===== src/rtl/shader_pkg.sv =====
// Shared constants for the shader dispatch queue: shader IDs, VP opcodes,
// 8.8 fixed-point constants and the dispatch FSM encoding.
package shader_pkg;

    localparam logic [3:0] SH_RED     = 4'd0;
    localparam logic [3:0] SH_GREEN   = 4'd1;
    localparam logic [3:0] SH_LENGTH  = 4'd2;
    localparam logic [3:0] SH_CHECKER = 4'd3;
    localparam logic [3:0] SH_ANIM    = 4'd4;

    typedef enum logic [3:0] {
        OP_NOP    = 4'd0,
        OP_SUB    = 4'd1,
        OP_SCALE  = 4'd4,
        OP_LENGTH = 4'd5
    } vp_op_t;

    localparam logic [15:0] FP_ONE  = 16'h0100;
    localparam logic [15:0] FP_HALF = 16'h0080;
    localparam logic [15:0] FP_FULL = 16'hFF00;

    localparam logic [23:0] ERR_COLOR = 24'hFF00FF;

    typedef enum logic [1:0] {
        ST_IDLE,
        ST_ISSUE,
        ST_WAIT,
        ST_OUTPUT
    } state_t;

    function automatic logic [7:0] inv_byte(input logic [7:0] b);
        return 8'hFF - b;
    endfunction

endpackage


===== src/rtl/shader_req_fifo.sv =====
// Synchronous request FIFO. A push while full is dropped even if a pop
// happens in the same cycle; pix_ready upstream is derived from full.
module shader_req_fifo #(
    parameter int WIDTH      = 24,
    parameter int DEPTH      = 8,
    parameter int ADDR_WIDTH = 3
) (
    input  logic                  clk,
    input  logic                  rst_n,
    input  logic                  push,
    input  logic [WIDTH-1:0]      wr_data,
    input  logic                  pop,
    output logic [WIDTH-1:0]      rd_data,
    output logic                  full,
    output logic                  empty,
    output logic [ADDR_WIDTH:0]   level
);

    localparam logic [ADDR_WIDTH:0] FULL_LEVEL = (ADDR_WIDTH+1)'(DEPTH);

    logic [WIDTH-1:0]      mem [DEPTH];
    logic [ADDR_WIDTH-1:0] wr_ptr;
    logic [ADDR_WIDTH-1:0] rd_ptr;
    logic                  do_push;
    logic                  do_pop;

    assign full    = (level == FULL_LEVEL);
    assign empty   = (level == '0);
    assign do_push = push && !full;
    assign do_pop  = pop && !empty;
    assign rd_data = mem[rd_ptr];

    always_ff @(posedge clk or negedge rst_n) begin
        if (!rst_n) begin
            wr_ptr <= '0;
            rd_ptr <= '0;
            level  <= '0;
        end else begin
            if (do_push) wr_ptr <= wr_ptr + 1'b1;
            if (do_pop)  rd_ptr <= rd_ptr + 1'b1;
            case ({do_push, do_pop})
                2'b10:   level <= level + 1'b1;
                2'b01:   level <= level - 1'b1;
                default: ;
            endcase
        end
    end

    // Storage needs no reset: the pointers define which entries are live.
    always_ff @(posedge clk) begin
        if (do_push) mem[wr_ptr] <= wr_data;
    end

endmodule


===== src/rtl/shader_dispatch_queue.sv =====
// Queues pixel shading requests, issues one vector-processor op per pixel and
// returns colours in request order, with a WAIT timeout producing an error colour.
module shader_dispatch_queue
    import shader_pkg::*;
#(
    parameter int DATA_WIDTH      = 16,
    parameter int VECTOR_WIDTH    = 4,
    parameter int FIFO_DEPTH      = 8,
    parameter int FIFO_ADDR_WIDTH = 3,
    parameter int SCREEN_W        = 640,
    parameter int SCREEN_H        = 480,
    parameter int CHECK_SHIFT     = 5,
    parameter int TIMEOUT_CYCLES  = 64
) (
    input  logic                               clk,
    input  logic                               rst_n,
    input  logic                               pix_valid,
    output logic                               pix_ready,
    input  logic [9:0]                         pix_x,
    input  logic [9:0]                         pix_y,
    input  logic [3:0]                         pix_shader,
    input  logic                               frame_start,
    output logic                               color_valid,
    input  logic                               color_ready,
    output logic [7:0]                         color_r,
    output logic [7:0]                         color_g,
    output logic [7:0]                         color_b,
    output logic                               color_err,
    output logic [FIFO_ADDR_WIDTH:0]           fifo_level,
    output logic                               vp_start,
    output logic [3:0]                         vp_operation,
    output logic [VECTOR_WIDTH*DATA_WIDTH-1:0] vp_vec_a,
    output logic [VECTOR_WIDTH*DATA_WIDTH-1:0] vp_vec_b,
    output logic [DATA_WIDTH-1:0]              vp_scalar,
    input  logic                               vp_busy,
    input  logic [VECTOR_WIDTH*DATA_WIDTH-1:0] vp_result,
    input  logic                               vp_result_valid
);

    // Both streams transfer on a cycle where valid && ready; a producer holds
    // valid and its payload unchanged until that cycle, ready may toggle freely.

    localparam int VEC_W   = VECTOR_WIDTH*DATA_WIDTH;
    localparam int ENTRY_W = 24;
    localparam int TMO_W   = $clog2(TIMEOUT_CYCLES+1);
    localparam logic [TMO_W-1:0] TMO_LAST = TMO_W'(TIMEOUT_CYCLES-1);

    localparam logic [DATA_WIDTH-1:0] C_ZERO = '0;
    localparam logic [DATA_WIDTH-1:0] C_FULL = DATA_WIDTH'(FP_FULL);
    localparam logic [DATA_WIDTH-1:0] C_ONE  = DATA_WIDTH'(FP_ONE);
    localparam logic [DATA_WIDTH-1:0] C_HALF = DATA_WIDTH'(FP_HALF);
    localparam logic [DATA_WIDTH-1:0] C_8000 = DATA_WIDTH'(16'h8000);
    localparam logic [DATA_WIDTH-1:0] C_4000 = DATA_WIDTH'(16'h4000);
    localparam logic [DATA_WIDTH-1:0] C_C000 = DATA_WIDTH'(16'hC000);

    state_t               state;
    logic [9:0]           cur_x;
    logic [9:0]           cur_y;
    logic [3:0]           cur_shader;
    logic [7:0]           anim;
    logic [TMO_W-1:0]     tmo_cnt;

    logic [ENTRY_W-1:0]   fifo_rd_data;
    logic                 fifo_full;
    logic                 fifo_empty;
    logic                 fifo_pop;

    assign pix_ready = !fifo_full;
    assign fifo_pop  = (state == ST_IDLE) && !fifo_empty && !vp_busy;

    shader_req_fifo #(
        .WIDTH      (ENTRY_W),
        .DEPTH      (FIFO_DEPTH),
        .ADDR_WIDTH (FIFO_ADDR_WIDTH)
    ) u_fifo (
        .clk     (clk),
        .rst_n   (rst_n),
        .push    (pix_valid),
        .wr_data ({pix_x, pix_y, pix_shader}),
        .pop     (fifo_pop),
        .rd_data (fifo_rd_data),
        .full    (fifo_full),
        .empty   (fifo_empty),
        .level   (fifo_level)
    );

    logic [17:0]           num_x;
    logic [17:0]           num_y;
    logic [DATA_WIDTH-1:0] norm_x;
    logic [DATA_WIDTH-1:0] norm_y;
    logic [DATA_WIDTH-1:0] cent_x;
    logic [DATA_WIDTH-1:0] cent_y;
    logic [DATA_WIDTH-1:0] anim_s;
    logic                  checker_on;

    assign num_x      = {cur_x, 8'd0};
    assign num_y      = {cur_y, 8'd0};
    assign norm_x     = DATA_WIDTH'(num_x / 18'(SCREEN_W));
    assign norm_y     = DATA_WIDTH'(num_y / 18'(SCREEN_H));
    assign cent_x     = norm_x - C_HALF;
    assign cent_y     = norm_y - C_HALF;
    assign anim_s     = DATA_WIDTH'(norm_x[7:0] + anim);
    assign checker_on = cur_x[CHECK_SHIFT] ^ cur_y[CHECK_SHIFT];

    vp_op_t                nxt_op;
    logic [DATA_WIDTH-1:0] nxt_scalar;
    logic [DATA_WIDTH-1:0] l3, l2, l1, l0;

    // Lane 3 is the most significant lane of the packed operand.
    always_comb begin
        nxt_op     = OP_SCALE;
        nxt_scalar = C_ONE;
        l3 = C_8000;
        l2 = C_4000;
        l1 = C_C000;
        l0 = C_FULL;
        case (cur_shader)
            SH_RED: begin
                l3 = C_FULL; l2 = C_ZERO; l1 = C_ZERO; l0 = C_FULL;
                nxt_scalar = norm_x;
            end
            SH_GREEN: begin
                l3 = C_ZERO; l2 = C_FULL; l1 = C_ZERO; l0 = C_FULL;
                nxt_scalar = norm_y;
            end
            SH_LENGTH: begin
                nxt_op = OP_LENGTH;
                l3 = cent_x; l2 = cent_y; l1 = C_ZERO; l0 = C_ZERO;
                nxt_scalar = C_ZERO;
            end
            SH_CHECKER: begin
                l3 = C_FULL; l2 = C_FULL; l1 = C_FULL; l0 = C_FULL;
                nxt_scalar = checker_on ? C_ONE : C_ZERO;
            end
            SH_ANIM: begin
                l3 = anim_s; l2 = C_8000; l1 = anim_s; l0 = C_FULL;
            end
            default: ;
        endcase
    end

    logic [7:0] res_r;
    logic [7:0] res_g;
    logic [7:0] res_b;
    logic       unused_result_bits;

    assign res_r = vp_result[4*DATA_WIDTH-1 -: 8];
    assign res_g = vp_result[3*DATA_WIDTH-1 -: 8];
    assign res_b = vp_result[2*DATA_WIDTH-1 -: 8];
    assign unused_result_bits = ^vp_result;

    always_ff @(posedge clk or negedge rst_n) begin
        if (!rst_n) begin
            anim <= '0;
        end else if (frame_start) begin
            anim <= anim + 8'd1;
        end
    end

    always_ff @(posedge clk or negedge rst_n) begin
        if (!rst_n) begin
            state        <= ST_IDLE;
            cur_x        <= '0;
            cur_y        <= '0;
            cur_shader   <= '0;
            tmo_cnt      <= '0;
            vp_start     <= 1'b0;
            vp_operation <= OP_NOP;
            vp_vec_a     <= '0;
            vp_vec_b     <= '0;
            vp_scalar    <= '0;
            color_valid  <= 1'b0;
            color_r      <= '0;
            color_g      <= '0;
            color_b      <= '0;
            color_err    <= 1'b0;
        end else begin
            vp_start <= 1'b0;
            case (state)
                ST_IDLE: begin
                    if (fifo_pop) begin
                        {cur_x, cur_y, cur_shader} <= fifo_rd_data;
                        state <= ST_ISSUE;
                    end
                end
                ST_ISSUE: begin
                    vp_start     <= 1'b1;
                    vp_operation <= nxt_op;
                    vp_vec_a     <= VEC_W'({l3, l2, l1, l0});
                    vp_vec_b     <= '0;
                    vp_scalar    <= nxt_scalar;
                    tmo_cnt      <= '0;
                    state        <= ST_WAIT;
                end
                ST_WAIT: begin
                    if (vp_result_valid) begin
                        color_valid <= 1'b1;
                        color_err   <= 1'b0;
                        color_r     <= res_r;
                        if (cur_shader == SH_LENGTH) begin
                            color_g <= res_r;
                            color_b <= inv_byte(res_r);
                        end else begin
                            color_g <= res_g;
                            color_b <= res_b;
                        end
                        state <= ST_OUTPUT;
                    end else if (tmo_cnt == TMO_LAST) begin
                        color_valid <= 1'b1;
                        color_err   <= 1'b1;
                        {color_r, color_g, color_b} <= ERR_COLOR;
                        state <= ST_OUTPUT;
                    end else begin
                        tmo_cnt <= tmo_cnt + 1'b1;
                    end
                end
                ST_OUTPUT: begin
                    if (color_ready) begin
                        color_valid <= 1'b0;
                        state       <= ST_IDLE;
                    end
                end
                default: state <= ST_IDLE;
            endcase
        end
    end

endmodule

===== config.mk =====
export PLATFORM = sky130hd
export DESIGN_NAME = shader_dispatch_queue
export DESIGN_NICKNAME = d
export VERILOG_FILES = /design/src/rtl/shader_pkg.sv /design/src/rtl/shader_req_fifo.sv /design/src/rtl/shader_dispatch_queue.sv
export SDC_FILE = /design/constraint.sdc
export NUM_CORES = 1
export LEC_CHECK = 0
export ABC_AREA = 0
export BUFFER_PORTS_ARGS = -buffer_cell sky130_fd_sc_hd__buf_4
export CAP_MARGIN = 20
export CORE_UTILIZATION = 50
export DETAILED_ROUTE_END_ITERATION = 7
export GPL_TIMING_DRIVEN = 0
export PLACE_DENSITY = 0.84
export SYNTH_ARGS = -nofsm -noshare
export SYNTH_HDL_FRONTEND = slang
export SYNTH_HIERARCHICAL = 1
export SYNTH_SLANG_ARGS = --single-unit

===== constraint.sdc =====
create_clock -name clk -period 5.3 [get_ports clk]
set_input_delay 1.325 -clock clk [delete_from_list [all_inputs] [get_ports clk]]
set_output_delay 1.325 -clock clk [all_outputs]
set_load 0.01 [all_outputs]

Word-level counts from Yosys, hierarchy flattened
Memories as Yosys holds them, arrays and structs flattened. A register that Yosys moved wholly into a read port is not among the register bits.
Cells that the tools add are included.
{"block": "totals", "regBits": 138, "ramBits": 192, "out_inout_bits": 180, "elab_cells": 99, "n_memories": 1}
{"memory": "u_fifo.mem", "words": 8, "word_bits": 24, "rd": 1, "rd_ports_with_merged_regs": 1, "wr": 1, "line": "shader_req_fifo.sv:21", "rtl": "logic [WIDTH-1:0] mem [DEPTH];"}
{"block": "classes", "add_sub_neg": 10, "div_mod_pow": 2, "eq_ne": 16, "mux": 31, "bitwise_logic": 1, "n_reduce_logical": 23}
{"op": "$pmux 16 s4", "n": 3}
{"op": "$mux 8", "n": 7}
{"op": "$pmux 16 s3", "n": 1}
{"op": "$sub 16x8->16 const B", "n": 2}
{"op": "$div 18x10->18 const B", "n": 1}
{"op": "$div 18x9->18 const B", "n": 1}
{"op": "$mux 16", "n": 1}
{"op": "$mux 7", "n": 2}
{"op": "$pmux 7 s2", "n": 1}
{"op": "$add 8x8->9", "n": 1}
{"op": "$mux 9", "n": 1}
{"op": "$reduce_and 3->1", "n": 3}
{"op": "$add 8x1->8 const B", "n": 1}
{"op": "$eq 4x2->1 const B", "n": 2}
{"op": "$logic_not 4->1", "n": 2}
{"op": "$mux 1", "n": 8}
{"op": "$mux 2", "n": 4}
{"op": "$pmux 2 s4", "n": 1}
{"op": "$pmux 4 s2", "n": 1}
{"op": "$reduce_bool 2->1", "n": 4}
{"op": "$sub 8x8->8 const A", "n": 1}
{"op": "$add 7x1->7 const B", "n": 1}
{"op": "$eq 7x6->1 const B", "n": 1}
{"op": "$add 3x1->3 const B", "n": 2}
{"op": "18 further kinds", "n": 31}

Logic depth before layout (Yosys ltp)
Gate-level depths: netlist of run 1.
{"block": "logic_depth", "ltp_word": 7, "depth_mapped": 33}

Modules after synthesis
Netlist of run 1, hierarchy kept.
{"module": "shader_dispatch_queue", "n_inst": 1, "cells_per_inst": 941, "area_each_um2": 8186.6}
{"module": "shader_req_fifo", "n_inst": 1, "cells_per_inst": 345, "area_each_um2": 7901.3}

Worst setup path before layout of run 1
OpenSTA, ideal clock, no wires.
{"block": "synth_timing", "path_kind": "reg2reg", "startpoint": "register cur_x[7]", "endpoint": "register vp_vec_a[23]", "setup_time_ps": 125, "arrival_ps": 5388, "t_required_ps": 5175, "path_slack_ps": -213, "stages_incl_launch_ff": 27, "path_buffers": 1, "synth_period_minus_slack_ps": 5513, "cell_sequence": "dfrtp_1 > buf_4 > and2b_1 > nor2_1 > a221o_1 > a211oi_4 > inv_4 > a31o_4 > a221o_1 > and3_4 > o211a_1 > a211oi_1 > inv_1 > ha_1 > or3_1 > a21oi_1 > inv_1 > ha_1 > a21o_1 > a21o_1 > a21o_1 > a21oi_1 > o21bai_1 > a21oi_1 > xor2_1 > nor2_1 > mux2_2"}
{"block": "synth_via", "elab_chain_cells": 3}
{"item": "from (decl)", "line": "shader_dispatch_queue.sv:57", "rtl": "logic [9:0] cur_x;"}
{"item": "from (signal assigned)", "line": "shader_dispatch_queue.sv:182", "rtl": "{cur_x, cur_y, cur_shader} <= fifo_rd_data;"}
{"item": "$div 18x10->18", "line": "shader_dispatch_queue.sv:98", "rtl": "assign norm_x = DATA_WIDTH'(num_x / 18'(SCREEN_W));"}
{"item": "$add 8x8->9", "line": "shader_dispatch_queue.sv:102", "rtl": "assign anim_s = DATA_WIDTH'(norm_x[7:0] + anim);"}
{"item": "$pmux 16 s3", "line": "shader_dispatch_queue.sv:117", "rtl": "case (cur_shader)"}
{"item": "to (signal assigned)", "line": "shader_dispatch_queue.sv:189", "rtl": "vp_vec_a <= VEC_W'({l3, l2, l1, l0});"}
{"item": "to (decl)", "line": "shader_dispatch_queue.sv:32", "rtl": "output logic [VECTOR_WIDTH*DATA_WIDTH-1:0] vp_vec_a,"}
Every way passes these cells.
A chain may end at the register's enable or synchronous reset.

Worst setup path after layout of run 1
{"block": "layout_timing", "startpoint": "register cur_x[4]", "endpoint": "register vp_vec_a[23]"}
Same word-level chain as after synthesis.

==> metrics.md, run 1 <==
| Metric | Value |
|---|---|
| Reg clk slew, reported paths | `around 0.06 ns` |
| Max_cap viols | `0` |
| Global Route Usage Sum | `between 20% and 30%` |
| Most frequent cells in the layout | `buf_4 (291), edfxtp_1 (192), dfrtp_1 (123)` |
| Vias in the first global route | `about 11000` |
| CP top delay family | `compound AO/OA/AOI/OAI gates` |
| Final net count | `about 1700` |
| Detailed-router iteration count before antenna repair | `8` |
| Post-route setup TNS | `-2.62 ns` |
| FMAX | `between 150 and 200 MHz` |
| RSZ-0062 raised after global routing | `yes` |
| Pin count of the biggest net entering global routing | `79` |
| First-pass GRT wire length | `between 60 and 70 mm` |
| Chip width | `between 150 and 200 um` |
| Die area | `between 30000 and 40000 um2` |
| Grt total ovfl | `0` |
| WL per Instance | `just over 20 um` |
| Worst Hold Class | `reg -> reg` |
| Peak supply drop | `around 0.54 mV` |
| Mapped Cells | `roughly 1300` |
| Core footprint | `31600 um2` |
| Die H | `181 um` |
| Critical Path Slowest Stage Cell | `dfrtp_2` |
| Failing checks | `setup timing` |
| WL met2 | `~21 mm` |
| Iter 0 DRT Violations | `1110` |
| Share of layout cells above drive strength 1 | `between 30% and 40%` |
| Outcome | `finished, violations left` |
| Buf/Inv on CP | `4` |
| Starting Density | `about half` |
| Setup-failing EPs final | `9` |
| Vias per cell | `approximately 5.8` |
| Fin. max-slew vios | `0` |
| Netlist cell types | `between 90 and 100` |
| WP data arrival | `between 6 and 7 ns` |
| Synthesized flop and latch total | `319` |
| Routed wl met3 | `roughly 3.2 mm` |
| Main flop type after synthesis | `edfxtp_1` |
| Root Driver | `clkbuf_16` |
| Worst-Margin Slew | `approximately 1.1 ns` |
| Total power | `15.5 mW` |
| Power per cell area | `about 800 nW/um2` |
| Row count | `65` |
| Max Root-Sink Buffers | `3` |
| Crit share post-route | `108%` |
| EDFF count, synth | `between 150 and 200` |
| Clock buffer count from CTS | `34` |
| Setup crit end kind | `register` |
| CTS sink cnt | `between 300 and 400` |
| Synth Cell Area | `between 15000 and 20000 um2` |
| Critical path launch point type | `register` |
| Layout area overhead | `23.8%` |
| WL met1 | `approximately 15 mm` |
| Asr flop ratio synth | `roughly two fifths` |
| CP max stage delay | `~0.48 ns` |
| Syn_area_per_cell | `around 13 um2` |
| Post-synthesis sequential area ratio | `a little under three fifths` |
| Ports | `between 200 and 300` |
| H-tree depth | `2` |
| Final GP Congestion | `0.901` |
| Via count | `roughly 12000` |
| DP HPWL | `around 28 mm` |
| FILL cells | `2302` |
| Crit Path Category | `reg -> reg` |
| Clock latency on the worst-skew pair | `0.52 ns` |
| CTS tree | `built` |
| DRT Wirelength | `roughly 41 mm` |
| DRC Markers | `0` |
| Port-buffer cells | `153` |
| ANT nets after route | `0` |
| DR top layer | `met4` |
| Commonest non-fill, non-tap cell in the layout | `buf_4` |
| CP max FO | `7` |
| Max_slew headroom | `29.2%` |
| Clock Skews | `~0.013 ns` |
| ANT cells | `0` |
| Fin. Hold Viols | `0` |
| Minimum clock period | `roughly 5.7 ns` |
| Crit-path most repeated cell | `a21o_1` |
| Crit path required time | `approximately 5.7 ns` |
| Initial antenna violation count | `0` |
| Synth warn | `6` |
| Final WS setup | `-0.431 ns` |
| Static Leakage | `about 8.2 nW` |
Yosys cell counts, drive strengths merged, types with 11 or more instances:
master	instances	area, um2
o2bb2ai	14	129
nand2	120	458
edfxtp	192	5770
o22a	11	96.3
a31oi	18	113
buf	130	940
ha	27	338
xnor2	23	209
nor2	76	288
mux2	42	510
a21oi	36	184
a22o	12	105
clkbuf	38	143
inv	41	156
mux4	48	1080
nor2b	12	75.1
nand3	30	150
dfrtp	127	3180
o21ai	63	319
nor3	20	105
sequential cells by signal (all words and copies together), names as in the netlist:
register       flops
vp_start           1
vp_operation       2
color_valid        1
vp_scalar         10
cur_x             10
color_g            8
u_fifo/mem       192
color_b            8
u_fifo/rd_ptr      3
cur_y             10
color_r            8
state              2
anim               8
vp_vec_a          37
tmo_cnt            7
u_fifo/wr_ptr      3
u_fifo/level       4
color_err          1
cur_shader         4
final timing paths:
kind	startpoint	endpoint	slack, ns	cells after the start
setup reg to reg	cur_x[4]	vp_vec_a[23]	-0.43	30
setup / recovery	cur_x[4]	vp_vec_a[23]	-0.43	30
hold / removal	color_g[1]	color_g[1]	0.47	2
min in group asynchronous	rst_n	vp_vec_a[37]	0.74	1
hold reg to reg	color_g[1]	color_g[1]	0.47	2
max in group asynchronous	rst_n	color_b[1]	3.79	2
final cells by class:
type                    instances  area (um2)  area share, %
clock buffers                  46         936           4.70
clock inverters                15         229           1.15
flip-flops and latches        319        8950           44.9
repair buffers                198        1540           7.74
well taps                     402         503           2.53
inverters                      42         179          0.899
multi-input cells             836        6500           32.6
plain buffers                 165        1080           5.42
power breakdown:
group	switching (mW)	internal, mW	total [mW]	leakage, nW
Combinational	5.12	4.15	9.27	4.34
Sequential	0.460	3.29	3.75	3.32
Clock	0.970	1.50	2.47	0.566
Total	6.54	8.94	15.5	8.22
logic make-up (layout without fill, tap and decap cells):
group,after synthesis,in the layout,synth area share (%)
xor+xnor,33,33,1.84
mux,98,98,10.4
other cells,1,80,0.0233
simple gates,329,329,9.85
flops,319,319,55.6
buf+inv,210,466,7.72
fa+ha+maj,32,32,2.54
compound gates,264,264,12.0
worst register-to-register path: cells and delay by family, from the launching register on:
kind / cells / cell delay [ns]
and+or+nand+nor: 5 / 0.61
DFF: 1 / 0.48
muxes: 1 / 0.27
adders and majority gates: 2 / 0.37
xor gates and xnor gates: 1 / 0.18
AOI/OAI and AO/OA: 17 / 3.33
buffers and inverters: 4 / 0.38
per-layer routing:
metal  global-route usage, %  vias to the layer above
li1                        -                     5263
met4                    9.56                        0
met2                    42.6                      617
met1                    29.7                     5752
met3                    5.05                      124
met5                       0                        -
metrics by stage:
stage | setup WS (ns) | cell area (um2) | hold slack, ns | utilization, % | cells
CTS | -0.262 | 19700 | 0.470 | 62.3 | 2010
detailed placement | -0.985 | 18200 | 0.458 | 57.5 | 1925
global placement | -0.843 | 18100 | 0.456 | 57.1 | 1920
global route | -0.695 | 19900 | 0.491 | 62.9 | 2023
finish | -0.431 | 19900 | 0.466 | 62.9 | 2023
floorplan | 0.00440 | 16400 | 0.452 | - | 1365
repair_timing:
action                     in CTS  in global routing
hold buffers                    0                  0
setup endpoints to repair      16                 13
setup buffers                  27                 15
pin swaps                      33                 34
gates resized for setup        57                 29
No activity file was read; power rests on OpenSTA's default activity.
==> run 2: changes to the inputs <==
Settings changed: TNS_END_PERCENT from default to 50.
==> run 2 against run 1 <==
Compared with the run above: global-route usage did not move; register-to-register slack barely moved; sequential share of layout area barely moved; the run still ends with setup timing left; critical endpoint unchanged; wire length rose by 0.21%; setup slack improved by 0.0091 ns; largest power group unchanged.
==> metrics.md, run 2 (synthesized netlist as in run 1, its figures left out) <==
| Metric | Value |
|---|---|
| Core footprint | `between 30000 and 40000 um2` |
| First-pass GRT wire length | `62.6 mm` |
| Grt total ovfl | `0` |
| WL per Instance | `a little over 20 um` |
| Detailed-router iteration count before antenna repair | `8` |
| Via count | `between 10000 and 15000` |
| WP data arrival | `slightly above 6 ns` |
| Max_cap viols | `0` |
| Clock latency on the worst-skew pair | `around 0.52 ns` |
| Root Driver | `clkbuf_16` |
| Die area | `32900 um2` |
| FMAX | `roughly 170 MHz` |
| Vias in the first global route | `11300` |
| WL met2 | `20.8 mm` |
| Fin. max-slew vios | `0` |
| R2R Path Start | `cur_x[4]` |
| Pin count of the biggest net entering global routing | `just under 80` |
| Commonest non-fill, non-tap cell in the layout | `buf_4` |
| CTS tree | `built` |
| Most frequent cells in the layout | `buf_4 (291), edfxtp_1 (192), dfrtp_1 (123)` |
| CP max FO | `7` |
| Clock Skews | `0.0147 ns` |
| DRT Wirelength | `around 41 mm` |
| Crit Path Category | `reg -> reg` |
| Vias per cell | `~5.8` |
| Reg clk slew, reported paths | `approximately 0.06 ns` |
| Hold_sp | `color_g[1]` |
| WL met1 | `roughly 15 mm` |
| Max reg flops | `~190` |
| Setup-failing EPs final | `9` |
| Clock buffer count from CTS | `34` |
| Hold buffers post-CTS | `0` |
| RSZ-0062 raised after global routing | `yes` |
| Post-route cell area | `approximately 20000 um2` |
| DR top layer | `met4` |
| Setup crit end kind | `register` |
| Place WS | `-0.985 ns` |
| Iter 0 DRT Violations | `between 1000 and 1500` |
| Routed wl met3 | `between 3 and 4 mm` |
| DRC Markers | `0` |
| Crit share post-route | `108%` |
| Failing checks | `setup timing` |
| Worst Hold Class | `reg -> reg` |
| Die H | `181 um` |
| Critical path launch point type | `register` |
| Peak supply drop | `about 0.54 mV` |
| Crit path required time | `5.70 ns` |
| Starting Density | `50.9%` |
| Final WS setup | `-0.422 ns` |
| Max Root-Sink Buffers | `3` |
| Minimum clock period | `5.72 ns` |
| Layout area overhead | `23.7%` |
| Hold_ws | `roughly 0.47 ns` |
| Share of layout cells above drive strength 1 | `~34%` |
| Power per cell area | `778 nW/um2` |
| Initial antenna violation count | `0` |
| Row count | `65` |
| Area after DPL | `roughly 18000 um2` |
| Most flops, register | `u_fifo/mem` |
| Port-buffer cells | `153` |
| CP max stage delay | `0.48 ns` |
| Static Leakage | `between 8 and 9 nW` |
| Fin. Hold Viols | `0` |
| Crit path from | `cur_x[4]` |
| Final net count | `1720` |
| Crit-path most repeated cell | `a21o_1` |
| ANT cells | `0` |
| Final GP Congestion | `~0.90` |
| Max_slew headroom | `just over 30%` |
| Fin util | `62.9%` |
| Outcome | `finished, violations left` |
| ANT nets after route | `0` |
| CTS sink cnt | `319` |
| Ports | `between 200 and 300` |
| DP HPWL | `27.7 mm` |
| Worst-Margin Slew | `between 1 and 1.5 ns` |
| Critical Path Slowest Stage Cell | `dfrtp_2` |
| Global Route Usage Sum | `roughly 24%` |
| H-tree depth | `2` |
| Top Registers | `u_fifo/mem: 192 flops, vp_vec_a: 37 flops` |
| Chip width | `approximately 180 um` |
| Post-route setup TNS | `-2.58 ns` |
| FILL cells | `~2300` |
[run 2: critical path: cells and delay by family (launching register included)]
kind                       cells  cell delay [ns]
AOI/OAI and AO/OA             17             3.31
and+or+nand+nor                5             0.60
DFF                            1             0.48
buffers and inverters          4             0.38
adders and majority gates      2             0.37
muxes                          1             0.27
xor gates and xnor gates       1             0.18
[run 2: final cells by class]
class | instances | area [um2] | area share [%]
sequential | 319 | 8950 | 45.0
multi-input combinational | 836 | 6490 | 32.6
timing repair buffer | 198 | 1540 | 7.74
buffer | 165 | 1080 | 5.42
clock buffer | 46 | 936 | 4.70
tap | 402 | 503 | 2.53
clock inverter | 15 | 229 | 1.15
inverter | 42 | 179 | 0.899
[run 2: path summary, 6_finish.rpt]
kind | end | slack (ns) | depth (start not counted)
worst max-delay path | vp_vec_a[23] | -0.42 | 30
worst min-delay path | color_g[1] | 0.47 | 2
worst max register to register | vp_vec_a[23] | -0.42 | 30
worst min register to register | color_g[1] | 0.47 | 2
max in group asynchronous | color_b[0] | 3.79 | 2
min in group asynchronous | vp_vec_a[37] | 0.74 | 1
[run 2: repair_timing]
action / CTS / global route
resized for setup: 57 / 28
pin swaps: 33 / 34
setup buffers: 27 / 15
setup endpoints to repair: 16 / 13
[run 2: where the power goes]
| part | internal, mW | leakage, nW | switching (mW) |
|---|---|---|---|
| clock | 1.50 | 0.566 | 0.971 |
| combinational | 4.15 | 4.34 | 5.12 |
| sequential | 3.29 | 3.32 | 0.460 |
| total | 8.94 | 8.22 | 6.55 |
[run 2: metal layers]
metal | vias up | track usage [%]
met4 | 0 | 9.56
li1 | 5263 | -
met5 | - | 0
met3 | 119 | 5.05
met1 | 5788 | 29.7
met2 | 621 | 42.6
[run 2: through the flow]
| stage | instances | total power [mW] |
|---|---|---|
| final | 2023 | 15.5 |
| after global routing | 2023 | 16.3 |
| after CTS | 2010 | 14.9 |
| after detailed placement | 1925 | 11.5 |
| after global placement | 1920 | 11.2 |
| after floorplan | 1365 | 9.20 |
==> run 3: changes to the inputs <==
--- a/config.mk
+++ b/config.mk
@@ -10,6 +10,8 @@
 export CAP_MARGIN = 20
-export CORE_UTILIZATION = 50
+export CELL_PAD_IN_SITES_DETAIL_PLACEMENT = 0
+export CELL_PAD_IN_SITES_GLOBAL_PLACEMENT = 1
+export CORE_UTILIZATION = 41
 export DETAILED_ROUTE_END_ITERATION = 7
 export GPL_TIMING_DRIVEN = 0
-export PLACE_DENSITY = 0.84
+export PLACE_DENSITY = 0.85
 export SYNTH_ARGS = -nofsm -noshare
--- a/constraint.sdc
+++ b/constraint.sdc
@@ -3,2 +3,2 @@
 set_output_delay 1.325 -clock clk [all_outputs]
-set_load 0.01 [all_outputs]
+set_load 0.005 [all_outputs]
==> run 3 against run 2 <==
Compared with the run above: the run still ends with setup timing left; design area grew 1.1%; utilization shrank 11 points; count of clock-buffer cells in the layout shrank 6; non-clock buffer count grew 4; register-to-register slack gained 0.09 ns; clock skew grew 0.0039 ns; sequential power is essentially flat; global-route usage shrank 5.0 points; setup slack gained 0.086 ns; sequential share of layout area shrank 0.48 points; cell count grew 6.0%; combinational power is essentially flat; critical path type unchanged; critical endpoint is now vp_vec_a[24].
==> metrics.md, run 3 (synthesized netlist as in run 1, its figures left out) <==
| Metric | Value |
|---|---|
| Outcome | `finished, violations left` |
| Failing checks | `setup timing` |
| Core footprint | `between 30000 and 40000 um2` |
| Final WS setup | `-0.335 ns` |
| Iter 0 DRT Violations | `670` |
| Setup-failing EPs final | `8` |
| Row count | `72` |
| Clock buffer count from CTS | `35` |
| ANT nets after route | `0` |
| Detailed-router iteration count before antenna repair | `6` |
| Ports | `275` |
| DP HPWL | `27.1 mm` |
| Layout area overhead | `25.1%` |
| Global Route Usage Sum | `between 10% and 20%` |
| Via count | `between 10000 and 15000` |
| Minimum clock period | `~5.6 ns` |
| DRT Wirelength | `39.0 mm` |
| Root Driver | `clkbuf_16` |
| Initial antenna violation count | `0` |
| Power per cell area | `769 nW/um2` |
| CTS tree | `built` |
| Final GP Congestion | `around 0.9` |
| Chip width | `around 200 um` |
| Worst-Margin Slew | `between 1 and 1.5 ns` |
| Critical path launch point type | `register` |
| H-tree depth | `2` |
| Clock latency on the worst-skew pair | `between 0.5 and 0.6 ns` |
| Final net count | `between 1500 and 2000` |
| Share of layout cells above drive strength 1 | `34.5%` |
| CTS sink cnt | `319` |
| Vias in the first global route | `10700` |
| Commonest non-fill, non-tap cell in the layout | `buf_4` |
| Clock Skews | `0.0186 ns` |
| FMAX | `about 180 MHz` |
| Setup crit end kind | `register` |
| Max reg flops | `about 190` |
| RSZ-0062 raised after global routing | `yes` |
| Port-buffer cells | `approximately 150` |
| Static Leakage | `8.26 nW` |
| Crit path required time | `around 5.7 ns` |
| ANT cells | `0` |
| Worst Hold Class | `reg -> reg` |
| Crit Path Category | `reg -> reg` |
| DRC Markers | `0` |
| Max_cap viols | `0` |
| First-pass GRT wire length | `roughly 60 mm` |
| Most flops, register | `u_fifo/mem` |
| Crit share post-route | `106%` |
| Most frequent cells in the layout | `buf_4 (289), edfxtp_1 (192), dfrtp_1 (123)` |
| Fin util | `between 50% and 60%` |
| FF+latch area | `about 8900 um2` |
| Vias per cell | `around 5.2` |
| Fin. Hold Viols | `0` |
| Area of the multi-input gates | `approximately 6500 um2` |
| Reg clk slew, reported paths | `about 0.06 ns` |
| Die area | `between 40000 and 50000 um2` |
| WP data arrival | `approximately 6.0 ns` |
| Critical Path Slowest Stage Cell | `dfrtp_1` |
| Total power | `~15 mW` |
| Peak supply drop | `0.542 mV` |
| CP max stage delay | `between 0.3 and 0.4 ns` |
| Grt total ovfl | `0` |
| Die H | `between 200 and 250 um` |
| CP max FO | `7` |
| Max_slew headroom | `approximately 30%` |
| Fin. max-slew vios | `0` |
| Top Registers | `u_fifo/mem: 192 flops, vp_vec_a: 37 flops` |
| Hold buffers post-CTS | `0` |
| Pin count of the biggest net entering global routing | `94` |
| Max Root-Sink Buffers | `3` |
| WL per Instance | `~18 um` |
| FILL cells | `about 3300` |
| Starting Density | `between 40% and 50%` |
## run 3: cell count changes in the layout (fill, tap and decap cells not counted), moves of 3 or more
cell | previous run | this run
buf_6 | 8 | 16
clkbuf_1 | 45 | 41
clkbuf_4 | 0 | 3
clkbuf_8 | 4 | 1
clkinv_2 | 3 | 8
## run 3: layer usage
layer  track usage, %  share of wire (%)  wire length, um
met4             5.71                2.2              871
met3             3.36                6.6             2560
met1             25.9                 43            16800
met5                0                  0                0
met2             32.4                 48            18800
## run 3: final cells by class
type | count | share of cell area, %
Buffer | 165 | 5.44
Clock buffer | 40 | 4.50
Clock inverter | 22 | 1.35
Inverter | 42 | 0.864
Multi-Input combinational cell | 836 | 32.3
Sequential cell | 319 | 44.5
Tap cell | 518 | 3.22
Timing Repair Buffer | 202 | 7.85
## run 3: path summary, 6_finish.rpt
check | start | end | slack (ns) | cells after the start
min in group asynchronous | rst_n | anim[0] | 0.68 | 1
hold / removal | color_g[2] | color_g[2] | 0.47 | 2
setup reg to reg | cur_x[5] | vp_vec_a[24] | -0.34 | 32
hold reg to reg | color_g[2] | color_g[2] | 0.47 | 2
max in group asynchronous | rst_n | color_b[3] | 3.82 | 2
setup / recovery | cur_x[5] | vp_vec_a[24] | -0.34 | 32
## run 3: power by group
| part | internal (mW) | total, mW | leakage, nW | switching, mW |
|---|---|---|---|---|
| registers | 3.29 | 3.73 | 3.32 | 0.439 |
| logic | 4.37 | 9.26 | 4.36 | 4.89 |
| clock network | 1.48 | 2.49 | 0.575 | 1.01 |
| total | 9.14 | 15.5 | 8.26 | 6.33 |
## run 3: worst max-delay path: cells and delay by family (launching register included)
kind | cells | cell delay (ns)
AOI/OAI and AO/OA | 17 | 3.28
adders and majority gates | 3 | 0.56
DFF | 1 | 0.38
buffers and inverters | 4 | 0.34
and+or+nand+nor | 8 | 0.94
## run 3: stage by stage
stage                     area (um2)  cells  setup slack, ns  TNS (ns)  hold WS, ns
final                          20100   2144           -0.335     -2.03        0.471
after global routing           20100   2144           -0.679     -4.49        0.496
after CTS                      19800   2124           -0.293     -1.63        0.472
after detailed placement       18300   2041           -0.980     -7.92        0.455
after global placement         18200   2036           -0.817     -6.01        0.453
after floorplan                16400   1365          0.00440         0        0.452
## run 3: what timing repair did
action | in CTS | in global routing
endpoints found under the setup margin | 16 | 13
pin swaps | 28 | 36
setup buffers | 28 | 20
gates cloned | 1 | 0
resized for setup | 55 | 38
